### src/rtl/pll_phase_stepper.sv
// pll_phase_stepper: drives the PLL dynamic phase-shift port one step
// at a time, paced by the PLL phasedone handshake, with timeout and abort.
module pll_phase_stepper #(
    parameter int SCAN_HALF = 16,
    parameter int TIMEOUT   = 4096
) (
    input  logic       clk,
    input  logic       reset_n,
    input  logic       req,
    input  logic [2:0] req_sel,
    input  logic       req_up,
    input  logic [7:0] req_nsteps,
    input  logic       abort,
    input  logic       phasedone,
    output logic       busy,
    output logic       done,
    output logic       err,
    output logic [7:0] steps_done,
    output logic [2:0] phasecounterselect,
    output logic       phaseupdown,
    output logic       phasestep,
    output logic       scanclk
);

    localparam logic [7:0]  SH_M1  = 8'(SCAN_HALF - 1);
    localparam logic [8:0]  GAP_M1 = 9'(2 * SCAN_HALF - 1);
    localparam logic [15:0] TO_M1  = 16'(TIMEOUT - 1);

    typedef enum logic [1:0] {
        IDLE,
        ASSERT,
        WAITDONE,
        GAP
    } state_t;

    state_t      state_q;
    logic        pd_meta_q;
    logic        pd_s_q;
    logic        busy_q;
    logic        done_q;
    logic        err_q;
    logic [7:0]  steps_q;
    logic [7:0]  nsteps_q;
    logic [2:0]  sel_q;
    logic        up_q;
    logic        pstep_q;
    logic        sclk_q;
    logic [7:0]  scan_cnt_q;
    logic [1:0]  tog_q;
    logic [8:0]  gap_cnt_q;
    logic [15:0] to_cnt_q;
    logic        seen_low_q;
    logic [7:0]  steps_inc;
    logic        scan_hit;

    assign steps_inc = steps_q + 8'd1;
    assign scan_hit  = (scan_cnt_q == SH_M1);

    // Two-flop synchronizer for the asynchronous phasedone.
    always_ff @(posedge clk or negedge reset_n) begin
        if (!reset_n) begin
            pd_meta_q <= 1'b1;
            pd_s_q    <= 1'b1;
        end else begin
            pd_meta_q <= phasedone;
            pd_s_q    <= pd_meta_q;
        end
    end

    // Step sequencer with registered PLL-side and status outputs.
    always_ff @(posedge clk or negedge reset_n) begin
        if (!reset_n) begin
            state_q    <= IDLE;
            busy_q     <= 1'b0;
            done_q     <= 1'b0;
            err_q      <= 1'b0;
            steps_q    <= 8'd0;
            nsteps_q   <= 8'd0;
            sel_q      <= 3'b000;
            up_q       <= 1'b1;
            pstep_q    <= 1'b0;
            sclk_q     <= 1'b0;
            scan_cnt_q <= 8'd0;
            tog_q      <= 2'd0;
            gap_cnt_q  <= 9'd0;
            to_cnt_q   <= 16'd0;
            seen_low_q <= 1'b0;
        end else begin
            done_q <= 1'b0;
            if (abort && state_q != IDLE) begin
                pstep_q <= 1'b0;
                sclk_q  <= 1'b0;
                done_q  <= 1'b1;
                busy_q  <= 1'b0;
                state_q <= IDLE;
            end else begin
                unique case (state_q)
                    IDLE: begin
                        sclk_q  <= 1'b0;
                        pstep_q <= 1'b0;
                        if (req) begin
                            if (req_nsteps == 8'd0) begin
                                done_q <= 1'b1;
                            end else begin
                                sel_q      <= req_sel;
                                up_q       <= req_up;
                                nsteps_q   <= req_nsteps;
                                steps_q    <= 8'd0;
                                err_q      <= 1'b0;
                                busy_q     <= 1'b1;
                                pstep_q    <= 1'b1;
                                scan_cnt_q <= 8'd0;
                                tog_q      <= 2'd0;
                                state_q    <= ASSERT;
                            end
                        end
                    end
                    ASSERT: begin
                        if (scan_hit) begin
                            scan_cnt_q <= 8'd0;
                            sclk_q     <= ~sclk_q;
                            tog_q      <= tog_q + 2'd1;
                            if (tog_q == 2'd3) begin
                                pstep_q    <= 1'b0;
                                to_cnt_q   <= 16'd0;
                                seen_low_q <= 1'b0;
                                state_q    <= WAITDONE;
                            end
                        end else begin
                            scan_cnt_q <= scan_cnt_q + 8'd1;
                        end
                    end
                    WAITDONE: begin
                        if (scan_hit) begin
                            scan_cnt_q <= 8'd0;
                            sclk_q     <= ~sclk_q;
                        end else begin
                            scan_cnt_q <= scan_cnt_q + 8'd1;
                        end
                        if (pd_s_q && seen_low_q) begin
                            steps_q <= steps_inc;
                            sclk_q  <= 1'b0;
                            if (steps_inc == nsteps_q) begin
                                done_q  <= 1'b1;
                                busy_q  <= 1'b0;
                                state_q <= IDLE;
                            end else begin
                                gap_cnt_q <= 9'd0;
                                state_q   <= GAP;
                            end
                        end else if (to_cnt_q == TO_M1) begin
                            err_q   <= 1'b1;
                            done_q  <= 1'b1;
                            busy_q  <= 1'b0;
                            sclk_q  <= 1'b0;
                            state_q <= IDLE;
                        end else begin
                            to_cnt_q <= to_cnt_q + 16'd1;
                            if (!pd_s_q) begin
                                seen_low_q <= 1'b1;
                            end
                        end
                    end
                    GAP: begin
                        sclk_q <= 1'b0;
                        if (gap_cnt_q == GAP_M1) begin
                            pstep_q    <= 1'b1;
                            scan_cnt_q <= 8'd0;
                            tog_q      <= 2'd0;
                            state_q    <= ASSERT;
                        end else begin
                            gap_cnt_q <= gap_cnt_q + 9'd1;
                        end
                    end
                    default: state_q <= IDLE;
                endcase
            end
        end
    end

    assign busy               = busy_q;
    assign done               = done_q;
    assign err                = err_q;
    assign steps_done         = steps_q;
    assign phasecounterselect = sel_q;
    assign phaseupdown        = up_q;
    assign phasestep          = pstep_q;
    assign scanclk            = sclk_q;

endmodule

### config.mk
export PLATFORM = sky130hd
export DESIGN_NAME = pll_phase_stepper
export DESIGN_NICKNAME = d
export VERILOG_FILES = /design/src/rtl/pll_phase_stepper.sv
export SDC_FILE = /design/constraint.sdc
export NUM_CORES = 1
export LEC_CHECK = 0
export CORE_UTILIZATION = 29
export CTS_BUF_LIST = sky130_fd_sc_hd__clkbuf_16
export CTS_CLUSTER_SIZE = 8
export DETAILED_ROUTE_END_ITERATION = 10
export GPL_TIMING_DRIVEN = 0
export PLACE_DENSITY = 0.51
export SYNTH_ARGS = -nofsm -noshare
export SYNTH_HDL_FRONTEND = slang
export SYNTH_SLANG_ARGS = --single-unit
### constraint.sdc
create_clock -name clk -period 6.6 [get_ports clk]
set_clock_uncertainty 0.05 [all_clocks]
set_input_delay 0.99 -clock clk [delete_from_list [all_inputs] [get_ports clk]]
set_output_delay 0.99 -clock clk [all_outputs]
set_load 0.02 [all_outputs]
==> flow_summary.yaml <==
status:
  status: "completed"
timing:
  final-max-slew-violation-count: 0
  period_minus_slack_ps: 3508
  rsz0062_at_grt: "no"
  setup_violations: 0
  worstMarginPinSlew_ps: 848.1
  setup_tns_ps: 0
  hold_viol_final: 0
  whs_ps: 303.6
  finalCritPeriodShare: 0.5316
  fmaxAchievable_mhz: 285.0
  max_slew_margin: 0.4302
clocking:
  ctsHoldBuffers: 0
  cts_root_buf: "clkbuf_16"
  clock-sinks: 65
  clockBufferDepth: 2
  cts_made_buffers: 9
  clk_pin_slew_ps: 60
  postCtsResizedCells: 0
  clock_latency_ps: 330
  htree_levels: 3
  cts_setup_buffers: 0
  cts_tree: "done"
global_routing:
  grt_pass1_vias: 2980
  grt_overflow_total: 0
  grt_first_pass_wirelength_microns: 14700
  antenna_found_initial: 0
  grt_max_degree: 66
  track_usage: 0.1448
floorplan:
  start_util: 0.3001
  rows: 40
  dieArea_sq_um: 12990
  dieHeight_microns: 114.0
  pin_count: 34
  die_w_microns: 114.0
  fp.coreArea_sq_um: 12110
setup_path:
  critPathBufInv: 3
  slowest_stage: "o21ai_1"
  end_kind: "flip-flop"
  crit_top_cell: "clkbuf_1"
  worstPathArrival_ps: 3690
  worstSetupStartpointType: "input pin"
  crit_chain: "clkdlybuf4s50_1 -> nor4_1 -> nand2_1 -> and3_1 -> clkbuf_1 -> o21ai_1 -> clkbuf_1 -> o21ai_0 -> o31ai_1"
  cp_max_fo: 10
  cp_slowest_stage_delay_ps: 570
  crit_type: "in2reg"
  required_ps: 6790
  crit_family: "buffers and inverters"
power_and_ir_drop:
  ir_worst_vdd_v: 0.0001729
  p_per_area_nw_per_um2: 365.4
  p_leak_nw: 1.950
layout:
  layout_commonest_cell: "nand2_1"
  final_layout_size_suffix_gt1_frac: 0.09756
  layout_common_cells: "78 x nand2_1, 62 x dfrtp_1, 35 x nor2_1"
  fin_nets: 472
  diodes: 0
  area_delta_synth_final_pct: 24.27
synth:
  synthArstFlopShare: 1.000
  synth_flop_cell: "dfrtp_1"
  syn_area_sq_um: 3635
  synth_edf_count: 0
  ys_warn_count: 0
  synth.avg_cell_area_sq_um: 9.042
  yosys.cell_types.count: 59
  ys_seq_area_frac: 0.4485
  synth_nets: 428
  synth_cells: 402
  synth-seq-cells: 65
detailed_routing:
  drt_iter0_markers: 187
  wl_met2_microns: 3963
  ant_nets: 0
  highest_layer: "met4"
  wl_met1_microns: 4279
  dr.pass1.iters: 4
  wl_met3_microns: 368
  viasPerCell: 4.856
  vias: 3006
  drc_errors: 0
  wirelength_microns: 8677
  routedWlPerCell_microns: 14.02
placed_design:
  port-buffer-count: 33
  hpwl_microns: 6122
  place_congestion: 0.7860
flow_run:
  max_cap_violations: 0
hold_path:
  hp-class: "reg2reg"
-- routing by layer --
layer | global-route usage | vias to the layer above
li1 | - | 1505
met1 | 0.1956 | 1439
met2 | 0.2263 | 56
met3 | 0.03826 | 6
met4 | 0.04416 | 0
met5 | 0 | -
-- worst paths after layout --
path	startpoint	to	slack [ps]	cells past startpoint
max in group asynchronous	reset_n	nsteps_q[0]	5230	1
max	req_nsteps[5]	scan_cnt_q[5]	3090	9
min reg2reg	pd_meta_q	pd_s_q	300	0
min	pd_meta_q	pd_s_q	300	0
max reg2reg	steps_done[1]	busy	3570	9
min in group asynchronous	reset_n	scan_cnt_q[6]	710	1
-- cell usage after synthesis (all sizes together), types with 5 or more instances --
cell / number / area share
nor3: 10 / 0.014
nand2b: 5 / 0.0086
nand2: 78 / 0.081
clkbuf: 14 / 0.015
xnor2: 10 / 0.024
inv: 9 / 0.0093
or3: 6 / 0.010
xor2: 14 / 0.034
ha: 9 / 0.031
o31ai: 11 / 0.023
a21oi: 11 / 0.015
dfrtp: 62 / 0.43
nor2: 35 / 0.036
and3: 5 / 0.0086
o21ai: 27 / 0.037
a22o: 7 / 0.017
nand3: 15 / 0.021
nand4: 6 / 0.014
-- sequential cells by signal, indices dropped and copies added (netlist names), 2 cells and up --
name                cells
tog_q                   2
gap_cnt_q               9
steps_done              8
phasecounterselect      3
nsteps_q                8
scan_cnt_q              8
state_q                 2
to_cnt_q               16
-- power breakdown --
group | switching [mW] | internal [mW]
sequential | 0.0649 | 0.478
clock | 0.182 | 0.369
combinational | 0.332 | 0.225
total | 0.579 | 1.07
-- through the flow --
stage	setup WS [ps]	total power, mW	area (sq um)	utilization	instances
final	3092	1.650	4517	0.3729	619
after CTS	2999	1.671	4517	0.3729	619
after global routing	2662	1.762	4517	0.3729	619
after floorplan	3839	0.9253	3635	-	402
after detailed placement	2660	1.109	4173	0.3445	603
after global placement	2065	1.103	4175	0.3447	603
-- kinds of logic (layout without fill, tap and decap cells) --
family | count (synthesis) | after routing | synth area share
adders and majority gates | 9 | 9 | 0.03098
AOI/OAI and AO/OA | 83 | 83 | 0.1614
xor gates and xnor gates | 24 | 24 | 0.05783
DFF | 65 | 65 | 0.4485
muxes | 6 | 6 | 0.01756
buffers and inverters | 28 | 77 | 0.03408
and+or+nand+nor | 187 | 187 | 0.2496
-- cell type report --
cell class / instances / area, sq um
clock buffers: 9 / 225.2
inverters: 10 / 37.54
flip-flops and latches: 65 / 1630
multi-input cells: 309 / 1881
fillers: 1269 / 7595
well taps: 168 / 210.2
plain buffers: 18 / 86.33
clock inverters: 7 / 118.9
repair buffers: 33 / 327.8
-- worst reg2reg max path: stages (launching register included) --
cell,delay [ps]
dfrtp_1,490
ha_1,200
clkbuf_1,300
nand3_1,210
xnor2_1,170
nor3_1,110
nor4b_1,420
nand2_1,210
a221oi_1,370
mux2_2,380
(Power assumes the default switching activity.)
